### config.mk
export PLATFORM = sky130hd
export DESIGN_NAME = ccip_c0_rd_arbiter
export DESIGN_NICKNAME = d
export VERILOG_FILES = /design/src/rtl/ccip_c0_rd_arbiter.sv
export SDC_FILE = /design/constraint.sdc
export NUM_CORES = 1
export LEC_CHECK = 0
export CORE_UTILIZATION = 35
export CTS_CLUSTER_SIZE = 24
export DETAILED_ROUTE_END_ITERATION = 16
export PLACE_DENSITY = 0.89
export SYNTH_ARGS = -nofsm -noshare
export SYNTH_HDL_FRONTEND = slang
export SYNTH_SLANG_ARGS = --single-unit
### constraint.sdc
create_clock -name vl_clk_LPdomain_16ui -period 3.31 [get_ports vl_clk_LPdomain_16ui]
set_clock_uncertainty 0.15 [all_clocks]
set_input_delay 0.993 -clock vl_clk_LPdomain_16ui [delete_from_list [all_inputs] [get_ports vl_clk_LPdomain_16ui]]
set_output_delay 0.993 -clock vl_clk_LPdomain_16ui [all_outputs]
set_load 0.005 [all_outputs]
### src/rtl/ccip_c0_rd_arbiter.sv
// ccip_c0_rd_arbiter: round-robin C0 read arbiter with per-requester outstanding tracking and response routing
module ccip_c0_rd_arbiter #(
  parameter int NUM_REQ   = 4,
  parameter int MAX_OUTST = 16,
  parameter int ADDR_W    = 42
) (
  input  logic                      vl_clk_LPdomain_16ui,
  input  logic                      ffs_vl_LP32ui_lp2sy_SoftReset_n,
  input  logic [NUM_REQ-1:0]        req_valid,
  input  logic [NUM_REQ*ADDR_W-1:0] req_addr,
  input  logic [NUM_REQ*8-1:0]      req_tag,
  output logic [NUM_REQ-1:0]        req_ready,
  input  logic                      c0tx_almfull,
  output logic                      c0tx_valid,
  output logic [ADDR_W-1:0]         c0tx_addr,
  output logic [15:0]               c0tx_mdata,
  input  logic                      c0rx_rdvalid,
  input  logic [15:0]               c0rx_mdata,
  output logic [NUM_REQ-1:0]        rsp_valid,
  output logic [7:0]                rsp_tag,
  output logic                      outst_err
);
  localparam int CW = $clog2(MAX_OUTST) + 1;
  logic [CW-1:0]     cnt_q [NUM_REQ];
  logic [CW-1:0]     cnt_d [NUM_REQ];
  logic [ADDR_W-1:0] addr_a [NUM_REQ];
  logic [7:0]        tag_a [NUM_REQ];
  logic [1:0]        rr_q, rr_d, gnt_id, ord, rsp_id;
  logic [NUM_REQ-1:0] elig, rsp_valid_q, rsp_valid_d;
  logic              gnt_any, rsp_hit;
  logic              c0tx_valid_q, c0tx_valid_d, outst_err_q, outst_err_d;
  logic [ADDR_W-1:0] c0tx_addr_q, c0tx_addr_d;
  logic [15:0]       c0tx_mdata_q, c0tx_mdata_d;
  logic [7:0]        rsp_tag_q, rsp_tag_d;
  assign rsp_id     = c0rx_mdata[9:8];
  assign c0tx_valid = c0tx_valid_q;
  assign c0tx_addr  = c0tx_addr_q;
  assign c0tx_mdata = c0tx_mdata_q;
  assign rsp_valid  = rsp_valid_q;
  assign rsp_tag    = rsp_tag_q;
  assign outst_err  = outst_err_q;
  always_comb begin
    rsp_hit = 1'b0;
    gnt_any = 1'b0;
    gnt_id  = '0;
    ord     = '0;
    for (int i = 0; i < NUM_REQ; i++) begin
      addr_a[i] = req_addr[i*ADDR_W +: ADDR_W];
      tag_a[i]  = req_tag[i*8 +: 8];
      elig[i]   = ffs_vl_LP32ui_lp2sy_SoftReset_n && req_valid[i] && !c0tx_almfull
                  && cnt_q[i] < CW'(MAX_OUTST);
      if (c0rx_rdvalid && rsp_id == 2'(i) && cnt_q[i] != '0) rsp_hit = 1'b1;
    end
    // scan from farthest to nearest so the requester closest to rr wins last
    for (int k = NUM_REQ - 1; k >= 0; k--) begin
      ord = 2'((32'(rr_q) + k) % NUM_REQ);
      if (elig[ord]) begin
        gnt_any = 1'b1;
        gnt_id  = ord;
      end
    end
    for (int i = 0; i < NUM_REQ; i++) begin
      req_ready[i]   = gnt_any && gnt_id == 2'(i);
      rsp_valid_d[i] = rsp_hit && rsp_id == 2'(i);
      cnt_d[i] = req_ready[i] == rsp_valid_d[i] ? cnt_q[i]
               : req_ready[i] ? cnt_q[i] + 1'b1 : cnt_q[i] - 1'b1;
    end
    rr_d         = gnt_any ? 2'((32'(gnt_id) + 1) % NUM_REQ) : rr_q;
    c0tx_valid_d = gnt_any;
    c0tx_addr_d  = gnt_any ? addr_a[gnt_id] : c0tx_addr_q;
    c0tx_mdata_d = gnt_any ? {6'b0, gnt_id, tag_a[gnt_id]} : c0tx_mdata_q;
    rsp_tag_d    = rsp_hit ? c0rx_mdata[7:0] : rsp_tag_q;
    outst_err_d  = outst_err_q | (c0rx_rdvalid & ~rsp_hit);
  end
  always_ff @(posedge vl_clk_LPdomain_16ui) begin
    if (!ffs_vl_LP32ui_lp2sy_SoftReset_n) begin
      for (int i = 0; i < NUM_REQ; i++) cnt_q[i] <= '0;
      rr_q         <= '0;
      c0tx_valid_q <= 1'b0;
      c0tx_addr_q  <= '0;
      c0tx_mdata_q <= '0;
      rsp_valid_q  <= '0;
      rsp_tag_q    <= '0;
      outst_err_q  <= 1'b0;
    end else begin
      for (int i = 0; i < NUM_REQ; i++) cnt_q[i] <= cnt_d[i];
      rr_q         <= rr_d;
      c0tx_valid_q <= c0tx_valid_d;
      c0tx_addr_q  <= c0tx_addr_d;
      c0tx_mdata_q <= c0tx_mdata_d;
      rsp_valid_q  <= rsp_valid_d;
      rsp_tag_q    <= rsp_tag_d;
      outst_err_q  <= outst_err_d;
    end
  end
endmodule

==> impl_metrics.env <==
export IMPL_outcome="finished, final reports clean"
export IMPL_cpPeakStageDelay_ps=320
export IMPL_syn_area_um2=5080
export IMPL_required_ps=2170
export IMPL_die_w_um=122.5
export IMPL_min_path_type="reg -> reg"
export IMPL_clk_latency_ps=350
export IMPL_grt_pass1_vias=5340
export IMPL_syn_to_final_growth_pct=74.61
export IMPL_port_buffers=287
export IMPL_die_area_um2=15000
export IMPL_cts_hold_buf=0
export IMPL_fin_crit_sh_pct=99.01
export IMPL_peakVddDrop_mv=0.2779
export IMPL_drive_gt1_share_pct=13.76
export IMPL_synth_distinct_cells=53
export IMPL_r2r_start="cnt_q[2][4]"
export IMPL_arrival_ps=2130
export IMPL_pin_count=300
export IMPL_core_area_um2=14040
export IMPL_path_clk_slew_ps=60
export IMPL_rows=43
export IMPL_stdcell_count=1031
export IMPL_fmax_ghz=0.3051
export IMPL_crit_chain="buf_6 -> and4bb_4 -> o221ai_4 -> a21o_4 -> or2_4 -> inv_2 -> buf_6"
export IMPL_crit_start="c0tx_almfull"
export IMPL_power_density_nw_per_um2=415.8
export IMPL_hp_start="c0tx_mdata[8]"
export IMPL_grt_pass1_wl_um=27080
export IMPL_synth_largest_area_cell="dfxtp_1"
export IMPL_ys_seq_area_share_pct=34.68
export IMPL_hold_viol_final=0
export IMPL_antenna_found_initial=1
export IMPL_path_max_fanout=3
export IMPL_synth_area_leaders="dfxtp_1 35%, mux2i_1 25%, o221ai_1 8.8%, nand2_1 5.9%, ha_1 3.0%"
export IMPL_worst_pin_slew_ps=677.3
export IMPL_endpoint_kind="primary output"
export IMPL_synthCells=528
export IMPL_yosysWarningCount=0
export IMPL_gpl_final_weighted_congestion=0.8664
export IMPL_nets=1085
export IMPL_relSlewSlack_pct=54.85
export IMPL_cp_top_family="simple AND/OR/NAND/NOR gates"
export IMPL_rsz0062_at_grt="true"
export IMPL_hold_slack_ps=311.5
export IMPL_cts_buffer_depth=2
export IMPL_overflow=0
export IMPL_cpMaxStageDelayCell="and4bb_4"
export IMPL_place_inst=1008
export IMPL_routed_wl_um=17630
export IMPL_clock_sinks=88
export IMPL_viasPerCell=5.126
export IMPL_drv_cap=0
export IMPL_start_util_pct=36.18
export IMPL_leakage_nw=4.218
export IMPL_synth_seq_cells=88
export IMPL_grt_max_degree=58
export IMPL_setup_viol=0
export IMPL_grtUsageTotal_pct=23.67
export IMPL_netlist_area_leader_share_pct=34.68
export IMPL_h_tree_depth=3
export IMPL_routedWlPerCell_um=17.10
export IMPL_crit_buf_inv=3
export IMPL_async_flop_share_pct=0
export IMPL_min_period_ps=3277
export IMPL_drc=0
export IMPL_path_class="in -> out"
export IMPL_dp_hpwl_um=13200
export IMPL_dr_pass1_iters=4
export IMPL_drt_iter0_markers=222
export IMPL_cts_buffers=9
export IMPL_ant_nets=0
export IMPL_utilization_pct=63.16
export IMPL_path_common_cell="buf_6"
export IMPL_cts_tree="yes"
export IMPL_synthFlopType="dfxtp_1"
export IMPL_vias=5285
export IMPL_synth_edf_count=0
export IMPL_crit_path_start_kind="input port"
export IMPL_avgSynthCellArea_um2=9.621
export IMPL_die_h_um=122.5
export IMPL_cts_root_buf="clkbuf_16"
export IMPL_slew_viol_final=0
[cells in the mapped netlist (2+ instances only)]
library cell,count
or4_1,4
nand2_1,80
buf_2,4
and2_1,3
buf_4,16
xnor2_1,4
nor2_1,17
nand2b_1,11
fa_1,4
inv_1,4
o21ai_1,8
ha_1,12
a21oi_1,14
nor3_1,5
nor4_1,2
xor2_1,5
dfxtp_1,88
inv_2,4
nand3_1,2
clkbuf_1,19
mux2i_1,128
nor2b_1,4
o221ai_1,51
a21o_1,9
or3_1,2
[flip-flops by register name, summed over array words and instances, names as in the netlist]
| register | count |
|---|---|
| c0tx_addr | 42 |
| c0tx_mdata | 10 |
| c0tx_valid | 1 |
| cnt_q | 20 |
| outst_err | 1 |
| rr_q | 2 |
| rsp_tag | 8 |
| rsp_valid | 4 |
[routing by layer]
metal	up-vias	GRT usage, %	share of wire [%]
met2	194	43.61	53
met5	-	0	0
li1	2571	-	-
met3	36	8.086	7.6
met4	0	8.994	2.6
met1	2484	24.48	37
[cells by family (layout without fill, tap and decap cells)]
logic type               count (synthesis)  count (layout)  synth area share [%]
AO/OA/AOI/OAI                           93              93                 14.43
XOR/XNOR                                11              11                 2.414
adder cells (fa/ha/maj)                 16              16                 4.532
buffers and inverters                   49             366                 5.049
flip-flops                              88              88                 34.68
multiplexers                           129             129                 25.67
other                                    1               7               0.07382
AND/OR/NAND/NOR                        141             141                 13.15
[worst min-delay path: cells and delay by family, from the launching register on]
kind,cells,cell delay [ps]
simple gates,1,50
compound gates,1,50
flops,1,310
[repair_timing]
action,in CTS,in global routing
endpoints found under the setup margin,31,6
pin swaps,9,8
buffers inserted,5,1
gates resized for setup,51,13
[cell type report]
| type | instances | area (um2) |
|---|---|---|
| tap | 180 | 225.2 |
| fill | 1117 | 5172 |
| sequential | 88 | 1762 |
| multi-input combinational | 396 | 3233 |
| timing repair buffer | 342 | 3332 |
| clock inverter | 4 | 28.78 |
| clock buffer | 12 | 256.5 |
| inverter | 8 | 30.03 |
| antenna | 1 | 2.502 |
[cells in the final DEF (no fill, tap or decap), types with 3 or more instances in the layout]
cell type and n:
nor3_1 5, nand2b_1 8, nor2b_4 3, dfxtp_1 88, conb_1 6, buf_4 47, nor2_1 16, xnor2_1 4
o221ai_1 50, clkdlybuf4s50_1 277, or4_1 4, and2_1 3, buf_6 8, nand2b_4 3, clkbuf_16 9, inv_2 4
mux2i_1 128, ha_1 11, nand2_1 80, buf_12 4, inv_1 4, o21ai_1 7, xor2_1 5, buf_2 4
fa_2 4, a21o_1 8, a21oi_1 12
[stage by stage]
stage | worst slack (ps) | instance area [um2] | power, mW | setup TNS [ps]
after global routing | -5.163 | 8870 | 3.913 | -5.163
after global placement | -733.4 | 8452 | 2.647 | -21700
after detailed placement | -742.0 | 8452 | 2.680 | -24160
after floorplan | -16.82 | 5145 | 1.952 | -16.82
final | 32.89 | 8870 | 3.688 | 0
after CTS | 0.9701 | 8825 | 3.710 | 0
[power breakdown]
group          internal (mW)  switching [mW]  total (mW)
clock                  0.550           0.438       0.989
sequential              1.22           0.110        1.33
combinational          0.847           0.527        1.37
[worst paths after layout]
path	to	slack (ps)	depth (start not counted)
max reg2reg	cnt_q[1][4]	430	13
max	req_ready[3]	30	7
min reg2reg	c0tx_mdata[8]	310	2
min	c0tx_mdata[8]	310	2
(Power assumes the default switching activity.)
